==> config.mk <==
export PLATFORM = sky130hd
export DESIGN_NAME = ps2_kb_receiver
export DESIGN_NICKNAME = d
export VERILOG_FILES = /design/src/rtl/ps2_kb_receiver.sv
export SDC_FILE = /design/constraint.sdc
export NUM_CORES = 1
export LEC_CHECK = 0
export CORE_AREA = 3 3 91 158
export DETAILED_ROUTE_END_ITERATION = 16
export DIE_AREA = 0 0 94 161
export SYNTH_ARGS = -nofsm -noshare
export SYNTH_HDL_FRONTEND = slang
export SYNTH_SLANG_ARGS = --single-unit
==> constraint.sdc <==
create_clock -name clk -period 3.2 [get_ports clk]
set_input_delay 0.64 -clock clk [delete_from_list [all_inputs] [get_ports clk]]
set_output_delay 0.64 -clock clk [all_outputs]
set_load 0.01 [all_outputs]
==> src/rtl/ps2_kb_receiver.sv <==
// ps2_kb_receiver
//   PS/2 keyboard front end for the CPU keyboard input path. The raw kb clock
//   and data lines are synchronised, and the clock is deglitched. 11-bit frames
//   are deframed, and E0/F0 prefix bytes are folded into flags. Completed scan
//   codes are queued in a small show-ahead FIFO that the CPU pops with a
//   one-cycle read strobe.
//
// Ports
//   clk          system clock, all logic on posedge
//   rst          synchronous, active-low reset
//   ps2_clk      raw keyboard clock (asynchronous)
//   ps2_data     raw keyboard data (asynchronous)
//   rd_en        pop strobe, one entry per cycle high
//   scan_code    head-of-FIFO code byte (0 when empty)
//   is_break     head entry was preceded by F0
//   is_extended  head entry was preceded by E0
//   code_valid   FIFO non-empty
//   frame_err    one-cycle pulse on parity, stop or timeout error
//   overflow     sticky, a code was dropped because the FIFO was full
module ps2_kb_receiver #(
  parameter int FILTER_LEN     = 4,
  parameter int TIMEOUT_CYCLES = 50000,
  parameter int FIFO_DEPTH     = 4
) (
  input  logic       clk,
  input  logic       rst,
  input  logic       ps2_clk,
  input  logic       ps2_data,
  input  logic       rd_en,
  output logic [7:0] scan_code,
  output logic       is_break,
  output logic       is_extended,
  output logic       code_valid,
  output logic       frame_err,
  output logic       overflow
);

  localparam int FCW = $clog2(FILTER_LEN) + 1;
  localparam int TW  = $clog2(TIMEOUT_CYCLES) + 1;
  localparam int AW  = $clog2(FIFO_DEPTH);
  localparam int CW  = AW + 1;

  localparam logic [FCW-1:0] FCNT_MAX = FCW'(FILTER_LEN - 1);
  localparam logic [TW-1:0]  TO_MAX   = TW'(TIMEOUT_CYCLES - 1);
  localparam logic [CW-1:0]  DEPTH    = CW'(FIFO_DEPTH);

  typedef enum logic [1:0] {IDLE, DATA, PARITY, STOP} state_t;

  // Synchronisers and clock filter. They are preset high, which is the idle
  // bus level, so that leaving reset never fakes a falling edge.
  logic           clk_s1_q, clk_s2_q, dat_s1_q, dat_s2_q;
  logic           filt_q, filt_prev_q;
  logic [FCW-1:0] fcnt_q;
  logic           fall;

  always_ff @(posedge clk) begin
    if (!rst) begin
      clk_s1_q    <= 1'b1;
      clk_s2_q    <= 1'b1;
      dat_s1_q    <= 1'b1;
      dat_s2_q    <= 1'b1;
      filt_q      <= 1'b1;
      filt_prev_q <= 1'b1;
      fcnt_q      <= '0;
    end else begin
      clk_s1_q    <= ps2_clk;
      clk_s2_q    <= clk_s1_q;
      dat_s1_q    <= ps2_data;
      dat_s2_q    <= dat_s1_q;
      filt_prev_q <= filt_q;
      // Count consecutive samples that disagree with the filtered level.
      // The filtered level flips on the FILTER_LEN-th disagreeing sample.
      if (clk_s2_q == filt_q) begin
        fcnt_q <= '0;
      end else if (fcnt_q == FCNT_MAX) begin
        filt_q <= clk_s2_q;
        fcnt_q <= '0;
      end else begin
        fcnt_q <= fcnt_q + 1'b1;
      end
    end
  end

  assign fall = filt_prev_q & ~filt_q;

  // Deframing FSM
  state_t        state_q, state_d;
  logic [2:0]    bitcnt_q, bitcnt_d;
  logic [7:0]    shift_q, shift_d;
  logic          par_q, par_d;
  logic [TW-1:0] to_cnt_q, to_cnt_d;
  logic          ext_q, ext_d, brk_q, brk_d;
  logic          err_q, err_d;
  logic          push;

  always_ff @(posedge clk) begin
    if (!rst) begin
      state_q  <= IDLE;
      bitcnt_q <= '0;
      shift_q  <= '0;
      par_q    <= 1'b0;
      to_cnt_q <= '0;
      ext_q    <= 1'b0;
      brk_q    <= 1'b0;
      err_q    <= 1'b0;
    end else begin
      state_q  <= state_d;
      bitcnt_q <= bitcnt_d;
      shift_q  <= shift_d;
      par_q    <= par_d;
      to_cnt_q <= to_cnt_d;
      ext_q    <= ext_d;
      brk_q    <= brk_d;
      err_q    <= err_d;
    end
  end

  always_comb begin
    state_d  = state_q;
    bitcnt_d = bitcnt_q;
    shift_d  = shift_q;
    par_d    = par_q;
    to_cnt_d = to_cnt_q;
    ext_d    = ext_q;
    brk_d    = brk_q;
    err_d    = 1'b0;
    push     = 1'b0;

    unique case (state_q)
      IDLE: begin
        if (fall && !dat_s2_q) begin
          state_d  = DATA;
          bitcnt_d = '0;
        end
      end
      DATA: begin
        if (fall) begin
          shift_d  = {dat_s2_q, shift_q[7:1]};
          bitcnt_d = bitcnt_q + 1'b1;
          if (bitcnt_q == 3'd7) state_d = PARITY;
        end
      end
      PARITY: begin
        if (fall) begin
          par_d   = dat_s2_q;
          state_d = STOP;
        end
      end
      STOP: begin
        if (fall) begin
          state_d = IDLE;
          // Stop bit must be high and data+parity must carry odd parity.
          if (dat_s2_q && (^{shift_q, par_q})) begin
            if (shift_q == 8'hE0) begin
              ext_d = 1'b1;
            end else if (shift_q == 8'hF0) begin
              brk_d = 1'b1;
            end else begin
              push  = 1'b1;
              ext_d = 1'b0;
              brk_d = 1'b0;
            end
          end else begin
            err_d = 1'b1;
            ext_d = 1'b0;
            brk_d = 1'b0;
          end
        end
      end
      default: state_d = IDLE;
    endcase

    // The watchdog only runs mid-frame. Every falling edge restarts it.
    if (state_q == IDLE) begin
      to_cnt_d = '0;
    end else if (fall) begin
      to_cnt_d = '0;
    end else if (to_cnt_q == TO_MAX) begin
      state_d  = IDLE;
      err_d    = 1'b1;
      ext_d    = 1'b0;
      brk_d    = 1'b0;
      to_cnt_d = '0;
    end else begin
      to_cnt_d = to_cnt_q + 1'b1;
    end
  end

  // Show-ahead FIFO of {ext, brk, code}
  logic [9:0]    mem [FIFO_DEPTH];
  logic [AW-1:0] wr_ptr_q, wr_ptr_d, rd_ptr_q, rd_ptr_d;
  logic [CW-1:0] count_q, count_d;
  logic          ovf_q, ovf_d;
  logic          full, empty, pop, do_write;

  assign empty    = (count_q == '0);
  assign full     = (count_q == DEPTH);
  assign pop      = rd_en & ~empty;
  // A full FIFO still accepts a write when the same cycle frees a slot.
  assign do_write = push & (~full | pop);

  always_comb begin
    wr_ptr_d = wr_ptr_q;
    rd_ptr_d = rd_ptr_q;
    count_d  = count_q;
    ovf_d    = ovf_q;
    if (do_write) wr_ptr_d = wr_ptr_q + 1'b1;
    if (pop)      rd_ptr_d = rd_ptr_q + 1'b1;
    if (do_write && !pop)      count_d = count_q + 1'b1;
    else if (!do_write && pop) count_d = count_q - 1'b1;
    if (push && !do_write) ovf_d = 1'b1;
  end

  always_ff @(posedge clk) begin
    if (!rst) begin
      wr_ptr_q <= '0;
      rd_ptr_q <= '0;
      count_q  <= '0;
      ovf_q    <= 1'b0;
    end else begin
      wr_ptr_q <= wr_ptr_d;
      rd_ptr_q <= rd_ptr_d;
      count_q  <= count_d;
      ovf_q    <= ovf_d;
    end
  end

  always_ff @(posedge clk) begin
    if (do_write) mem[wr_ptr_q] <= {ext_q, brk_q, shift_q};
  end

  assign code_valid = ~empty;
  assign {is_extended, is_break, scan_code} = code_valid ? mem[rd_ptr_q] : 10'd0;
  assign frame_err  = err_q;
  assign overflow   = ovf_q;

endmodule

==> impl_metrics.tcl, run 1 <==
set metrics [dict create \
    synth-edff-count 40 \
    synth_area_leaders "edfxtp_1, dfxtp_1, mux4_2" \
    path_common_cell "xor2_1" \
    dp_hpwl_um 4830 \
    num_vias 2382 \
    clockRootBuffer "clkbuf_16" \
    period_needed_ns 2.82 \
    globalplace.congestion 0.769 \
    power.share.combinational 0.011 \
    regToRegSetupSlack_ns 0.38 \
    worstPathMaxFanout 9 \
    critical_path.slowest_cell "dfxtp_1" \
    cts.sinks 93 \
    status "complete, no violations" \
    cp_top_family "XOR/XNOR gates" \
    cts_tree "built" \
    setup_viol 0 \
    initial_utilization 0.294 \
    synth_seq_cells 93 \
    p_clk_frac 0.453 \
    synth_most_common_cell "dfxtp_1" \
    powerDensity_nw_per_um2 501 \
    crit_type "reg -> reg" \
    power_switching_uw 503 \
    first_pass_iters 6 \
    clk-insertion-delay-late_ns 0.34 \
    synth_flop_cell "dfxtp_1" \
    drc 0 \
    min_path_type "reg -> reg" \
    layout-drive-gt1-share 0.105 \
    syn2layout_area_growth_pct 17.4 \
    die_h_um 161 \
    post_cts_buffers 0 \
    tns_ns 0 \
    synth.distinct_cells 48 \
    synth_top_cells_by_count "dfxtp_1, edfxtp_1, nor2_1" \
    critical_path_required_ns 3.47 \
    slew_violations 0 \
    slew_headroom 0.519 \
    grt.total_usage 0.0967 \
    num_antenna_cells 0 \
    drtIter0Drc 145 \
    r2r_end "count_q[2]" \
    worstMarginPinSlew_ns 0.720 \
    synth_area_per_cell_um2 12.0 \
    overflow 0 \
    antenna_found_initial 0 \
    fp.dieW_um 94 \
    hold_start "dat_s1_q" \
    ctsHoldBuffers 0 \
    cts_buffers 9 \
    min_path_cells 1 \
    core_area_um2 13300 \
    ant_nets 0 \
    drv_cap 0 \
    end_kind "register" \
    fin_nets 364 \
    hold_viol 0 \
    rr_worst_depth 10 \
    pin_count 18 \
    synth.top_cell.area_share 0.307 \
    wl_per_cell_um 12.5 \
    synthesis.area_um2 3910 \
    rows 56 \
    cpPeakStageDelay_ns 0.49 \
    grt_first_pass_wirelength_um 11500 \
    yosys.area.top_type "edfxtp_1" \
    fillers 1358 \
    critPathLaunchType "register" \
    place_ws_ns 0.119 \
    p_int_mw 1.80 \
    p_seq_frac 0.536 \
    max_clock_freq_mhz 355 \
    synthCells 326 \
    fin_crit_sh 0.881 \
    yosysSeqAreaShare 0.578 \
    cp_num_buf_inv 1 \
    cts-resized-gates 0 \
    crit_chain "xor2_1, xnor3_2, nand3b_4, a21boi_4, ha_1, inv_1, fa_1, xor2_1, or3_1, a21boi_0" \
    die-area_um2 15100 \
    p_leak_nw 1.55 \
    hold_end "dat_s2_q" \
    netSwitchingFraction 0.218 \
    synthesis.nets 342 \
    clockBufferDepth 2 \
    clkTransAtPathRegs_ns 0.07 \
    grt_max_degree 32 \
    htreeDepth 3 \
    layout_setup_ws_ns 0.380 \
    routed_wl_um 6570 \
    vdd_drop_max_uv 261 \
    grt_pass1_vias 2420 \
    ys_warn_count 0 \
    ys_async_sr_fraction 0 \
    finClkSkew_ns 0.00900 \
    grt_setup_unrepaired "false" \
    numPortBuffers 17 \
    arrival_ns 3.09 \
    drt-vias-per-instance 4.52 \
    timing.rr.start "shift_q[4]" \
]
worst register-to-register path: stages, from the launching register on:
cell and delay (ns):
dfxtp_1 0.49, xor2_1 0.18, xnor3_2 0.47, nand3b_4 0.19, a21boi_4 0.18, ha_1 0.20
inv_1 0.06, fa_1 0.37, xor2_1 0.16, or3_1 0.30, a21boi_0 0.16
worst max-delay path by stage:
stage	slack, ns	depth (start not counted)	end	from
detailed placement	0.12	10	count_q[2]	rd_en
finish	0.38	10	count_q[2]	shift_q[4]
global route	0.16	10	count_q[2]	shift_q[4]
floorplan	0.53	10	count_q[2]	shift_q[4]
CTS	0.35	10	count_q[2]	shift_q[4]
global placement	0.18	10	count_q[2]	rd_en
stage by stage:
| stage | hold slack [ns] | utilization | std cells | instance area, um^2 | total power, mW |
|---|---|---|---|---|---|
| 4_1_cts | 0.411 | 0.345 | 527 | 4590 | 2.34 |
| 6_report | 0.405 | 0.345 | 527 | 4590 | 2.30 |
| 5_1_grt | 0.430 | 0.345 | 527 | 4590 | 2.38 |
| 2_1_floorplan | 0.386 | - | 326 | 3910 | 1.28 |
| 3_5_place_dp | 0.396 | 0.322 | 511 | 4290 | 1.29 |
| 3_3_place_gp | 0.391 | 0.322 | 511 | 4290 | 1.28 |
kinds of logic after synthesis:
logic type / count (synthesis) / synth area share
AOI/OAI and AO/OA: 31 / 0.0572
xor gates and xnor gates: 26 / 0.0639
adders and majority gates: 11 / 0.0371
buffers and inverters: 18 / 0.0179
DFF: 93 / 0.578
muxes: 14 / 0.0678
and+or+nand+nor: 133 / 0.178
power groups by stage:
stage / combinational [mW] / clock (mW) / sequential (mW)
detailed placement: 0.0256 / 0 / 1.26
CTS: 0.0257 / 1.08 / 1.23
global route: 0.0292 / 1.12 / 1.23
finish: 0.0251 / 1.04 / 1.23
global placement: 0.0250 / 0 / 1.26
floorplan: 0.0159 / 0 / 1.26
layout by cell type, fill, tap and decap left out, types with 8 or more instances in the layout:
master           netlist  layout
xnor2_1               15      15
a21boi_1               8       8
clkdlybuf4s50_1        0      17
dfxtp_1               53      53
nand3_1               11      11
and2_1                19      19
nand2_1               30      30
edfxtp_1              40      40
xor2_1                 9       9
nor2_1                32      32
ha_1                  10      10
clkbuf_16              0       9
mux4_2                10      10
sequential cells by signal (all words and copies together) (netlist names), 2 cells and up, named ones only:
signal	count
count_q	3
wr_ptr_q	2
rd_ptr_q	2
shift_q	8
to_cnt_q	17
fcnt_q	3
mem	40
state_q	2
bitcnt_q	3
layout make-up:
| class | instances | area [um^2] | share of cell area |
|---|---|---|---|
| clock buffer | 9 | 225 | 0.0490 |
| multi-input combinational | 215 | 1580 | 0.344 |
| timing repair buffer | 21 | 200 | 0.0436 |
| clock inverter | 7 | 76.3 | 0.0166 |
| inverter | 8 | 30.0 | 0.00654 |
| sequential | 93 | 2260 | 0.493 |
| tap | 174 | 218 | 0.0474 |
metal layers:
metal	vias to the layer above	track usage	routed length [um]
li1	1199	-	-
met1	1147	0.108	2650
met2	28	0.171	3630
met3	8	0.0210	173
met4	0	0.0473	115
met5	-	0	0
Power figures use the tool's default switching activity.
==> inputs of run 2 (changes only) <==
--- a/config.mk
+++ b/config.mk
@@ -8,6 +8,7 @@
 export CORE_AREA = 3 3 91 158
 export DETAILED_ROUTE_END_ITERATION = 16
 export DIE_AREA = 0 0 94 161
+export RECOVER_POWER = 25
 export SYNTH_ARGS = -nofsm -noshare
 export SYNTH_HDL_FRONTEND = slang
 export SYNTH_SLANG_ARGS = --single-unit
==> results of run 2 <==
Final layout, timing and power as in run 1 (identical DEF).
==> inputs of run 3 (changes only) <==
--- a/config.mk
+++ b/config.mk
@@ -5,9 +5,10 @@
 export SDC_FILE = /design/constraint.sdc
 export NUM_CORES = 1
 export LEC_CHECK = 0
-export CORE_AREA = 3 3 91 158
+export ABC_AREA = 1
+export CORE_AREA = 3 3 80 139
 export DETAILED_ROUTE_END_ITERATION = 16
-export DIE_AREA = 0 0 94 161
+export DIE_AREA = 0 0 83 142
 export RECOVER_POWER = 25
 export SYNTH_ARGS = -nofsm -noshare
 export SYNTH_HDL_FRONTEND = slang
==> constraint.sdc (replaced) <==
create_clock -name clk -period 3.03 [get_ports clk]
set_input_delay 0.606 -clock clk [delete_from_list [all_inputs] [get_ports clk]]
set_output_delay 0.606 -clock clk [all_outputs]
set_load 0.01 [all_outputs]
==> impl_metrics.tcl, run 3 <==
set metrics [dict create \
    status "complete, no violations" \
    p_leak_nw 1.70 \
    top_regs "mem: 40 flops, to_cnt_q: 17 flops, shift_q: 8 flops" \
    hold_viol 0 \
    clk-insertion-delay-late_ns 0.34 \
    final_area_um2 4630 \
    dp_cells 584 \
    placed_area_um2 4360 \
    antenna_found_initial 0 \
    min_path_type "reg -> reg" \
    synthesis.nets 458 \
    drc 0 \
    stdcell_count 600 \
    met2WireLength_um 4230 \
    top_layer_used "met4" \
    drtIter0Drc 136 \
    max_clock_freq_mhz 384 \
    grt_pass1_vias 2829 \
    critPathLaunchType "register" \
    post_cts_buffers 0 \
    first_pass_iters 4 \
    overflow 0 \
    routed_wl_um 7510 \
    numPortBuffers 17 \
    finClkSkew_ns 0.00855 \
    final_common_cell "nor2_1" \
    grt_max_degree 22 \
    ys_warn_count 0 \
    core_area_um2 10200 \
    grt.total_usage 0.138 \
    synth_area_per_cell_um2 9.10 \
    pin_count 18 \
    setup_viol 0 \
    netSwitchingFraction 0.274 \
    period_needed_ns 2.60 \
    power_mw 3.09 \
    synth-edff-count 40 \
    die_h_um 142 \
    initial_utilization 0.395 \
    route.met3.wl_um 147 \
    synth_area_leaders "edfxtp_1, dfxtp_1, nor2_1" \
    crit_chain "clkinv_1, nor2_1, o21ai_0, a21oi_1, clkdlybuf4s50_1" \
    syn2layout_area_growth_pct 15.2 \
    largest_register_ffs 40 \
    cts.sinks 93 \
    crit_type "reg -> out" \
    num_vias 2948 \
    clockBufferDepth 2 \
    critical_path.slowest_cell "clkdlybuf4s50_1" \
    p_int_mw 2.24 \
    end_kind "primary output" \
    tns_ns 0 \
    power.share.combinational 0.227 \
    cts_buffers 9 \
    synth_top_cells_by_count "nor2_1, dfxtp_1, inv_1, nand2_1, o21ai_0" \
    synth_seq_cells 93 \
    utilization 0.455 \
    grt_setup_unrepaired "false" \
    p_seq_frac 0.440 \
    synth.distinct_cells 37 \
    drt-vias-per-instance 4.91 \
    critical_path_required_ns 2.42 \
    synth_flop_cell "dfxtp_1" \
    cpPeakStageDelay_ns 0.56 \
    slew_headroom 0.693 \
    htreeDepth 3 \
    clockRootBuffer "clkbuf_16" \
    layout_setup_ws_ns 0.429 \
    synth_most_common_cell "nor2_1" \
    vdd_drop_max_uv 272 \
    drv_cap 0 \
    num_antenna_cells 0 \
    synthesis.area_um2 4020 \
    fin_nets 484 \
    fillers 1024 \
    hold_start "clk_s1_q" \
    rows 49 \
    slew_violations 0 \
    p_clk_frac 0.333 \
    clkTransAtPathRegs_ns 0.06 \
    place_ws_ns 0.329 \
    min_path_cells 1 \
    powerDensity_nw_per_um2 667 \
    synthCells 442 \
    cts-resized-gates 0 \
    wl_per_cell_um 12.5 \
    ant_nets 0 \
    ctsHoldBuffers 0 \
    worstMarginPinSlew_ns 0.459 \
    worstPathMaxFanout 10 \
    fin_hold_ws_ns 0.413 \
    yosys.area.top_type "edfxtp_1" \
    rr_worst_depth 17 \
    fin_crit_sh 0.858 \
    power_switching_uw 847 \
    yosysSeqAreaShare 0.562 \
    dp_hpwl_um 5480 \
    timing.rr.start "shift_q[0]" \
    globalplace.congestion 0.814 \
    regMostFlops "mem" \
    die-area_um2 11800 \
    arrival_ns 2.00 \
    synth.top_cell.area_share 0.299 \
    layout_common_cells "nor2_1, dfxtp_1, nand2_1, inv_1, o21ai_0" \
    grt_first_pass_wirelength_um 13000 \
    layout-drive-gt1-share 0.125 \
    met1_length_um 2940 \
    fp.dieW_um 83 \
    ys_async_sr_fraction 0 \
    cts_tree "built" \
]
==> run 3: changes by cell type after synthesis, sizes merged, moves of 12 or more <==
cell    before  now
nand2       30   49
and2        19    0
a21oi        4   43
o21ai        7   43
xnor2       16    1
inv          7   55
a21boi      12    0
nor2        32   86
==> run 3: power by group through the flow <==
stage          combinational, mW  sequential [mW]  clock, mW
6_report                   0.702             1.36       1.03
5_1_grt                    0.779             1.36       1.11
4_1_cts                    0.714             1.36       1.06
3_5_place_dp               0.712             1.39          0
3_3_place_gp               0.706             1.38          0
2_1_floorplan              0.358             1.38          0
==> run 3: cell families (layout without fill, tap and decap cells) <==
logic type,Yosys count,count (layout),share of synthesized area
simple gates,177,177,0.205
fa+ha+maj,11,11,0.0361
xor+xnor,5,5,0.0109
flops,93,93,0.562
compound gates,90,90,0.120
buf+inv,66,97,0.0656
==> run 3: layout make-up <==
type	count	area, um^2	area share
well taps	127	159	0.0343
clock buffers	11	243	0.0524
inverters	56	210	0.0454
repair buffers	25	230	0.0497
clock inverters	5	33.8	0.00729
multi-input cells	283	1500	0.323
flip-flops and latches	93	2260	0.488
==> run 3: routing by layer <==
layer | up-vias | GRT usage
met5 | - | 0
met4 | 0 | 0.0767
met3 | 15 | 0.0226
met2 | 30 | 0.262
met1 | 1391 | 0.142
li1 | 1512 | -
==> run 3: critical path: cells and delay by family (launching register included) <==
family | cells | cell delay (ns)
AOI/OAI and AO/OA | 2 | 0.25
and+or+nand+nor | 1 | 0.21
DFF | 1 | 0.34
buffers and inverters | 2 | 0.86
==> run 3: final timing paths <==
kind	endpoint	slack (ns)
max	scan_code[1]	0.43
min	clk_s2_q	0.41
max reg2reg	count_q[2]	0.54
min reg2reg	clk_s2_q	0.41
